===== src/rtl/muldiv_pkg.sv =====
// Shared constants, op encodings and FSM state type for the iterative multiply/divide unit.
// The divider datapath is built only when MULDIV_DIV_EN is defined.
package muldiv_pkg;

   localparam int WIDTH = 32;
   localparam int ITER  = 32;

   localparam logic OP_MUL = 1'b0;
   localparam logic OP_DIV = 1'b1;

   localparam logic [WIDTH-1:0] DIV0_QUOT = 32'hFFFF_FFFF;

   typedef enum logic [1:0] {
      IDLE = 2'd0,
      CALC = 2'd1,
      FIX  = 2'd2
   } state_t;

endpackage


===== src/rtl/muldiv_negate.sv =====
// Conditional two's-complement negate, used for operand magnitudes and result sign fixup.
module muldiv_negate #(
   parameter int WIDTH = muldiv_pkg::WIDTH
) (
   input  logic             en,
   input  logic [WIDTH-1:0] in,
   output logic [WIDTH-1:0] out
);

   assign out = en ? ((~in) + {{(WIDTH-1){1'b0}}, 1'b1}) : in;

endmodule


===== src/rtl/muldiv_unit.sv =====
// Iterative 33-cycle MULT/MULTU/DIV/DIVU unit with HI/LO registers and MTHI/MTLO writes.
// Define MULDIV_DIV_EN to build the restoring divider; otherwise divide is a one-edge no-op.
module muldiv_unit
   import muldiv_pkg::*;
#(
   parameter int WIDTH = muldiv_pkg::WIDTH
) (
   input  logic             clk,
   input  logic             reset,
   input  logic             start,
   input  logic             op,
   input  logic             sign,
   input  logic [WIDTH-1:0] in1,
   input  logic [WIDTH-1:0] in2,
   input  logic             hi_we,
   input  logic             lo_we,
   input  logic [WIDTH-1:0] wdata,
   output logic             busy,
   output logic             done,
   output logic [WIDTH-1:0] hi,
   output logic [WIDTH-1:0] lo
);

   localparam int CNT_W = $clog2(ITER);

   state_t             state;
   logic [CNT_W-1:0]   cnt;
   logic               res_sign;
   logic [WIDTH-1:0]   mcand;
   logic [2*WIDTH-1:0] acc;

   logic [WIDTH-1:0]   mag_a;
   logic [WIDTH-1:0]   mag_b;
   logic [WIDTH-1:0]   acc_hi;
   logic [WIDTH-1:0]   acc_lo;
   logic [WIDTH-1:0]   lo_fix;
   logic [WIDTH-1:0]   hi_neg;
   logic [WIDTH-1:0]   hi_fix;
   logic               hi_neg_en;
   logic [WIDTH:0]     mul_sum;
   logic               op_sign;

   assign acc_hi  = acc[2*WIDTH-1:WIDTH];
   assign acc_lo  = acc[WIDTH-1:0];
   assign op_sign = sign & (in1[WIDTH-1] ^ in2[WIDTH-1]);

   // Shift-add step: acc holds {partial product, remaining multiplier bits}.
   assign mul_sum = {1'b0, acc_hi} + (acc[0] ? {1'b0, mcand} : {(WIDTH+1){1'b0}});

   muldiv_negate #(.WIDTH(WIDTH)) u_neg_a  (.en(sign & in1[WIDTH-1]), .in(in1),    .out(mag_a));
   muldiv_negate #(.WIDTH(WIDTH)) u_neg_b  (.en(sign & in2[WIDTH-1]), .in(in2),    .out(mag_b));
   muldiv_negate #(.WIDTH(WIDTH)) u_neg_lo (.en(res_sign),            .in(acc_lo), .out(lo_fix));
   muldiv_negate #(.WIDTH(WIDTH)) u_neg_hi (.en(hi_neg_en),           .in(acc_hi), .out(hi_neg));

`ifdef MULDIV_DIV_EN
   logic               op_q;
   logic               rem_sign;
   logic               div0;
   logic [WIDTH:0]     partial;
   logic [WIDTH-1:0]   trial;
   logic               ge;

   // Restoring step: acc holds {remainder, dividend bits still to shift in / quotient}.
   assign partial = acc[2*WIDTH-1:WIDTH-1];
   assign ge      = partial >= {1'b0, mcand};
   assign trial   = partial[WIDTH-1:0] - mcand;

   assign hi_neg_en = (op_q == OP_DIV) ? rem_sign : res_sign;
   // A 2W-bit negate only carries into the upper half when the lower half is zero.
   assign hi_fix    = ((op_q == OP_MUL) && res_sign && (acc_lo != '0)) ? ~acc_hi : hi_neg;
`else
   assign hi_neg_en = res_sign;
   assign hi_fix    = (res_sign && (acc_lo != '0)) ? ~acc_hi : hi_neg;
`endif

   always_ff @(posedge clk or negedge reset) begin
      if (!reset) begin
         state    <= IDLE;
         cnt      <= '0;
         busy     <= 1'b0;
         done     <= 1'b0;
         hi       <= '0;
         lo       <= '0;
         acc      <= '0;
         mcand    <= '0;
         res_sign <= 1'b0;
`ifdef MULDIV_DIV_EN
         op_q     <= OP_MUL;
         rem_sign <= 1'b0;
         div0     <= 1'b0;
`endif
      end else begin
         done <= 1'b0;
         case (state)
            IDLE: begin
               if (start) begin
`ifdef MULDIV_DIV_EN
                  op_q     <= op;
                  rem_sign <= sign & in1[WIDTH-1];
                  div0     <= (in2 == '0);
                  res_sign <= op_sign;
                  state    <= CALC;
                  busy     <= 1'b1;
                  if (op == OP_DIV) begin
                     acc   <= {{WIDTH{1'b0}}, mag_a};
                     mcand <= mag_b;
                  end else begin
                     acc   <= {{WIDTH{1'b0}}, mag_b};
                     mcand <= mag_a;
                  end
`else
                  if (op == OP_DIV) begin
                     done <= 1'b1;
                  end else begin
                     acc      <= {{WIDTH{1'b0}}, mag_b};
                     mcand    <= mag_a;
                     res_sign <= op_sign;
                     state    <= CALC;
                     busy     <= 1'b1;
                  end
`endif
               end else begin
                  if (hi_we) hi <= wdata;
                  if (lo_we) lo <= wdata;
               end
            end

            CALC: begin
`ifdef MULDIV_DIV_EN
               if (op_q == OP_DIV)
                  acc <= {(ge ? trial : partial[WIDTH-1:0]), acc[WIDTH-2:0], ge};
               else
`endif
                  acc <= {mul_sum, acc[WIDTH-1:1]};
               cnt <= cnt + 1'b1;
               if (cnt == CNT_W'(ITER-1)) begin
                  cnt   <= '0;
                  state <= FIX;
               end
            end

            FIX: begin
               hi    <= hi_fix;
`ifdef MULDIV_DIV_EN
               // Divide by zero keeps the raw all-ones quotient; the remainder fixup restores in1.
               lo    <= ((op_q == OP_DIV) && div0) ? WIDTH'(DIV0_QUOT) : lo_fix;
`else
               lo    <= lo_fix;
`endif
               done  <= 1'b1;
               busy  <= 1'b0;
               state <= IDLE;
            end

            default: state <= IDLE;
         endcase
      end
   end

endmodule

===== config.mk =====
export PLATFORM = sky130hd
export DESIGN_NAME = muldiv_unit
export DESIGN_NICKNAME = d
export VERILOG_FILES = /design/src/rtl/muldiv_pkg.sv /design/src/rtl/muldiv_negate.sv /design/src/rtl/muldiv_unit.sv
export SDC_FILE = /design/constraint.sdc
export NUM_CORES = 1
export LEC_CHECK = 0
export CAP_MARGIN = 20
export CELL_PAD_IN_SITES_DETAIL_PLACEMENT = 1
export CELL_PAD_IN_SITES_GLOBAL_PLACEMENT = 1
export CORE_MARGIN = 5
export CORE_UTILIZATION = 30
export CTS_CLUSTER_DIAMETER = 30
export DETAILED_ROUTE_END_ITERATION = 10
export PLACE_DENSITY_LB_ADDON = 0.1
export SYNTH_ARGS = -nofsm -noshare
export SYNTH_HDL_FRONTEND = slang
export SYNTH_HIERARCHICAL = 1
export SYNTH_SLANG_ARGS = --single-unit

===== constraint.sdc =====
create_clock -name clk -period 7.87 [get_ports clk]
set_clock_uncertainty 0.2 [all_clocks]
set_input_delay 1.9675 -clock clk [delete_from_list [all_inputs] [get_ports clk]]
set_output_delay 1.9675 -clock clk [all_outputs]
set_load 0.01 [all_outputs]

==> run_results.csv, run 1 <==
group,metric,value,unit
critical_path,cp_slowest_stage_delay,0.90,ns
hold_path,hold_path.class,"reg2reg",
timing,rsz0062_at_grt,"no",
drt,wl_met1,21900,um
timing,finalHoldViolCount,0,
run_status,status,"finished, final reports clean",
cells_and_area,syn_to_final_growth,22.2,%
die,coreArea,41700,um2
cells_and_area,drive_gt1_share,9.01,%
die,rows,75,
clocking,post_cts.repair.setup_buffers,0,
drt,wl_met2,19300,um
place,place_area,14700,um2
logic_synthesis,synth_edf_count,0,
clocking,clockBufferDepth,2,
logic_synthesis,syn_inst,1410,
die,start_util,30.1,%
drt,vias,10900,
critical_path,reg2reg_depth,11,
global_route,grt_antenna_before_repair,0,
clocking,cts_resized,0,
drt,top_layer_used,"met4",
clocking,cts_made_buffers,17,
timing,timing.slew.headroom,37.4,%
critical_path,cp-start-kind,"primary input",
logic_synthesis,syn_area,12500,um2
timing,tns,0,ns
clocking,postCtsHoldBufs,0,
drt,drtIter0Drc,495,
drt,wl_met3,1160,um
timing,slew_violations,0,
logic_synthesis,avgSynthCellArea,8.90,um2
power_and_ir_drop,powerDensity,368,nW/um2
critical_path,endpoint_kind,"flop",
logic_synthesis,yosys_warnings,6,
critical_path,worst_path_most_repeated_cell,"nor2b_4",
timing,worst_slew_pin_slew,0.937,ns
global_route,grt_first_pass_wirelength,68500,um
timing,period_share,59.2,%
critical_path,r2r-start,"acc[0]$_DFFE_PN0P_",
critical_path,cp_slowest_cell,"nor2b_4",
hold_path,worstHoldPathCells,2,
cells_and_area,final_area,15300,um2
logic_synthesis,synth_cell_type_count,64,
drt,wl_per_cell,20.6,um
place,portBuffers,168,
die,dieArea,46000,um2
logic_synthesis,ys_seq_elements,170,
cells_and_area,layout_commonest_cell,"nand2_1",
clocking,path_clk_slew,0.07,ns
drt,wirelength,42900,um
power_and_ir_drop,peakVddDrop,0.117,mV
global_route,overflow,0,
hold_path,hp-start,"hi[21]$_DFFE_PN0P_",
power_and_ir_drop,power_leakage,5.77,nW
critical_path,arrival,4.79,ns
timing,fmax,215,MHz
clocking,clk_latency,0.45,ns
critical_path,crit_chain,"clkdlybuf4s50_1 -> nor2b_1 -> nor2b_4 -> buf_4 -> nor2b_4 -> mux2_2",
critical_path,path_buf_inv,2,
critical_path,r2r_end,"acc[55]$_DFFE_PN0P_",
cells_and_area,final_cell_mix,"236 x nand2_1, 195 x o21ai_0, 169 x dfrtp_1, 167 x clkdlybuf4s50_1, 128 x xnor2_1",
logic_synthesis,synth_ff_type,"dfrtp_1",
die,ios,169,
drt,ant_nets,0,
global_route,grt_pass1_vias,11300,
logic_synthesis,synth_nets,1552,
critical_path,cpLargestDelayFamily,"simple AND/OR/NAND/NOR gates",
drt,firstDrtPassIters,4,
clocking,cts_tree,"built",
place,dp_hpwl,33400,um
flow_run,cap_violations,0,
timing,finalSetupViolations,0,
clocking,h-tree-depth,4,
logic_synthesis,seq_area_frac_synth,33.9,%
critical_path,worstPathRequired,8.00,ns
global_route,grt_use_total,18.6,%
logic_synthesis,synthArstFlopShare,100,%
cells_and_area,nets,1672,
die,die_y,215,um
critical_path,rrSetupSlack,3.94,ns
drt,drc,0,
die,die_w,215,um
cells_and_area,diodes,0,
global_route,grt_max_degree,75,
hold_path,hold_end,"hi[21]$_DFFE_PN0P_",
critical_path,crit_fanout,42,
place,place.gp.congestion,0.842,
clocking,clockRootBuffer,"clkbuf_16",
timing,fin_crit,4.66,ns
drt,vias_per_cell,5.25,
critical_path,critPathKind,"in2reg",
power_and_ir_drop,total_power,5.64,mW
clocking,clkSinkCount,170,
==> sequential cells by signal, summed over array words and instances (netlist names) <==
signal	flops
acc	64
hi	32
lo	32
mcand	32
cnt	5
state	2
busy	1
done	1
hi_neg_en	1
==> worst reg2reg max path, stage by stage, from the launching register on <==
cell      delay (ns)
dfrtp_1         0.63
buf_4           0.35
and2_1          0.19
ha_1            0.29
a211oi_1        0.27
nor2_1          0.13
a21boi_0        0.29
nand3b_1        0.15
a211oi_1        0.42
nor3b_2         0.47
nor4b_1         0.10
a311o_1         0.33
==> power by group <==
part / switching, mW / internal, mW / leakage, nW
clock: 0.393 / 0.413 / 0.262
combinational: 1.60 / 1.34 / 3.41
sequential: 0.587 / 1.30 / 2.10
total: 2.58 / 3.05 / 5.77
==> final cells by class <==
| cell class | count | area [um2] |
|---|---|---|
| clock buffer | 18 | 439 |
| timing repair buffer | 183 | 1840 |
| multi-input combinational | 1141 | 7970 |
| sequential | 170 | 4260 |
| tap | 539 | 674 |
| clock inverter | 14 | 100 |
| inverter | 17 | 63.8 |
| fill | 4867 | 26300 |
==> Yosys cell counts (all sizes together), types with 6 or more instances <==
master,n,share of area [%]
or2b,8,0.48
dfrtp,170,34
buf,22,0.82
and3,6,0.30
o22ai,9,0.45
nand3b,6,0.36
inv,17,0.51
and2,36,1.8
nor4,35,3.7
o21ai,202,8.1
nand4,21,1.0
nor3,13,0.52
ha,38,3.8
nor2,22,0.66
nor2b,14,0.70
o41ai,36,3.5
mux2,33,3.0
o211ai,36,2.2
a21oi,36,1.4
a21o,12,0.72
o21a,7,0.42
o31ai,35,2.1
nand2b,15,0.75
clkbuf,60,1.8
mux2i,66,5.3
nand2,237,7.1
xor2,18,1.3
xnor2,128,8.9
or2,7,0.35
nand3,21,0.84
==> per-stage QoR <==
step	setup slack, ns	hold slack [ns]	utilization (%)	std cells
final	3.21	0.281	36.8	2082
after global routing	3.10	0.306	36.8	2082
after CTS	3.19	0.288	36.7	2080
after detailed placement	2.71	0.271	35.4	2048
after global placement	2.73	0.262	35.4	2048
after floorplan	4.02	0.252	-	1410
==> how the worst max path moves through the flow <==
stage | from | end | cells past startpoint
6_report | start | mcand[2]$_DFFE_PN0P_ | 6
3_5_place_dp | start | mcand[2]$_DFFE_PN0P_ | 6
2_1_floorplan | start | mcand[25]$_DFFE_PN0P_ | 7
4_1_cts | start | mcand[11]$_DFFE_PN0P_ | 6
5_1_grt | start | mcand[18]$_DFFE_PN0P_ | 6
3_3_place_gp | start | mcand[5]$_DFFE_PN0P_ | 6
==> cells by family after synthesis <==
family          share of synthesized area (%)
simple gates                             20.0
compound gates                           20.7
flops                                    33.9
xor+xnor                                 10.2
buf+inv                                  3.12
mux                                      8.23
fa+ha+maj                                3.95
==> per-layer routing <==
metal  vias up  GRT usage, %
li1       5370             -
met1      5372          27.0
met2       165          29.3
met3        22          2.64
met4         0          4.44
met5         -             0
No activity file was read; power rests on OpenSTA's default activity.
==> run 2, diff against run 1 <==
clock period = 4.5 ns   (was 7.87 ns; I/O delays follow)
==> run_results.csv, run 2 (synthesized netlist as in run 1, its figures left out) <==
group,metric,value,unit
die,rows,75,
drt,vias,10900,
drt,wirelength,42800,um
cells_and_area,syn_to_final_growth,22.9,%
clocking,h-tree-depth,4,
die,die_w,215,um
global_route,grt_first_pass_wirelength,68100,um
critical_path,cp-start-kind,"flop",
global_route,grt_max_degree,98,
critical_path,worstPathRequired,4.62,ns
drt,ant_nets,0,
cells_and_area,nets,1674,
timing,worst_slew_pin_slew,0.704,ns
global_route,grt_antenna_before_repair,0,
clocking,post_cts.repair.setup_buffers,0,
die,dieArea,46000,um2
global_route,grt_use_total,18.5,%
clocking,cts_made_buffers,17,
hold_path,hold_path.class,"reg2reg",
timing,setup_ws,0.901,ns
cells_and_area,largest_reg_flops,64,
run_status,status,"finished, final reports clean",
drt,vias_per_cell,5.21,
power_and_ir_drop,peakVddDrop,0.195,mV
critical_path,cp_slowest_cell,"dfrtp_1",
critical_path,crit_fanout,20,
timing,timing.slew.headroom,53.1,%
drt,drc,0,
die,start_util,30.1,%
cells_and_area,layout_commonest_cell,"nand2_1",
drt,drtIter0Drc,598,
cells_and_area,regMostFlops,"acc",
place,dp_hpwl,33300,um
timing,fin_crit,3.60,ns
critical_path,arrival,3.72,ns
timing,period_share,80.0,%
global_route,grt_pass1_vias,11200,
power_and_ir_drop,powerDensity,652,nW/um2
timing,fmax,278,MHz
power_and_ir_drop,power_leakage,5.81,nW
clocking,clockRootBuffer,"clkbuf_16",
place,place.gp.congestion,0.837,
place,portBuffers,168,
clocking,path_clk_slew,0.07,ns
critical_path,path_buf_inv,0,
place,place_ws,0.797,ns
die,coreArea,41700,um2
cells_and_area,fin_util,37.0,%
critical_path,endpoint_kind,"flop",
timing,slew_violations,0,
timing,tns,0,ns
power_and_ir_drop,total_power,10.1,mW
die,die_y,215,um
clocking,clkSinkCount,170,
clocking,clockBufferDepth,2,
timing,holdWs,0.277,ns
clocking,cts_tree,"built",
critical_path,crit_chain,"and2_1 -> ha_1 -> a21oi_1 -> o21ai_0 -> nand2_1 -> o211ai_1 -> a221o_1 -> a21oi_1 -> xor2_1 -> o21ai_0",
clocking,cts_resized,0,
drt,firstDrtPassIters,5,
critical_path,critPathKind,"reg2reg",
cells_and_area,final_cell_mix,"236 x nand2_1, 195 x o21ai_0, 169 x dfrtp_1, 167 x clkdlybuf4s50_1, 128 x xnor2_1",
clocking,postCtsHoldBufs,0,
global_route,overflow,0,
timing,rsz0062_at_grt,"no",
cells_and_area,drive_gt1_share,8.87,%
clocking,clk_latency,0.45,ns
flow_run,cap_violations,0,
cells_and_area,diodes,0,
timing,finalSetupViolations,0,
die,ios,169,
critical_path,cpLargestDelayFamily,"compound AO/OA/AOI/OAI gates",
timing,finalHoldViolCount,0,
critical_path,cp_slowest_stage_delay,0.74,ns
drt,wl_per_cell,20.5,um
run 2: changes by cell type in the layout (fill, tap and decap cells not counted):
| cell | delta |
|---|---|
| clkinv_2 | -3 |
| clkbuf_1 | +4 |
| buf_16 | -2 |
| buf_12 | +3 |
| clkbuf_8 | -1 |
| bufinv_16 | +4 |
| inv_6 | -1 |
| buf_4 | +1 |
| clkinv_4 | -3 |
run 2: metrics by stage:
step	instance area [um2]	instances
6_report	15400	2084
5_1_grt	15400	2084
4_1_cts	15400	2084
3_5_place_dp	14800	2052
3_3_place_gp	14800	2052
2_1_floorplan	12500	1410
run 2: report_power, final:
group	switching, mW	internal (mW)	total, mW
clock	0.668	0.930	1.60
combinational	2.76	2.35	5.11
sequential	1.08	2.27	3.35
run 2: layout make-up:
| cell class | count | area [um2] |
|---|---|---|
| tap | 539 | 674 |
| timing repair buffer | 185 | 1850 |
| inverter | 17 | 63.8 |
| clock buffer | 21 | 440 |
| sequential | 170 | 4260 |
| clock inverter | 11 | 170 |
| multi-input combinational | 1141 | 7970 |
| fill | 4832 | 26200 |
run 2: worst min-delay path, cell delays in order, from the launching register on:
cell and delay (ns):
dfrtp_1 0.34, nand2_1 0.05, o21ai_0 0.06
run 2: final timing paths:
check	start	endpoint	slack, ns	cells after the start
max	acc[0]$_DFFE_PN0P_	acc[54]$_DFFE_PN0P_	0.90	10
min	lo[31]$_DFFE_PN0P_	lo[31]$_DFFE_PN0P_	0.28	2
max reg2reg	acc[0]$_DFFE_PN0P_	acc[54]$_DFFE_PN0P_	0.90	10
min reg2reg	lo[31]$_DFFE_PN0P_	lo[31]$_DFFE_PN0P_	0.28	2
max in group asynchronous	reset	hi_neg_en$_DFFE_PN0P_	2.90	2
min in group asynchronous	reset	hi[4]$_DFFE_PN0P_	0.44	1
run 2: routing by layer:
layer	part of all wire (%)	wire length (um)	up-vias	track usage (%)
li1	-	-	5357	-
met4	0.79	336	0	3.41
met1	52	22100	5301	27.8
met3	2.9	1250	18	2.65
met2	45	19100	176	28.6
met5	0	0	-	0
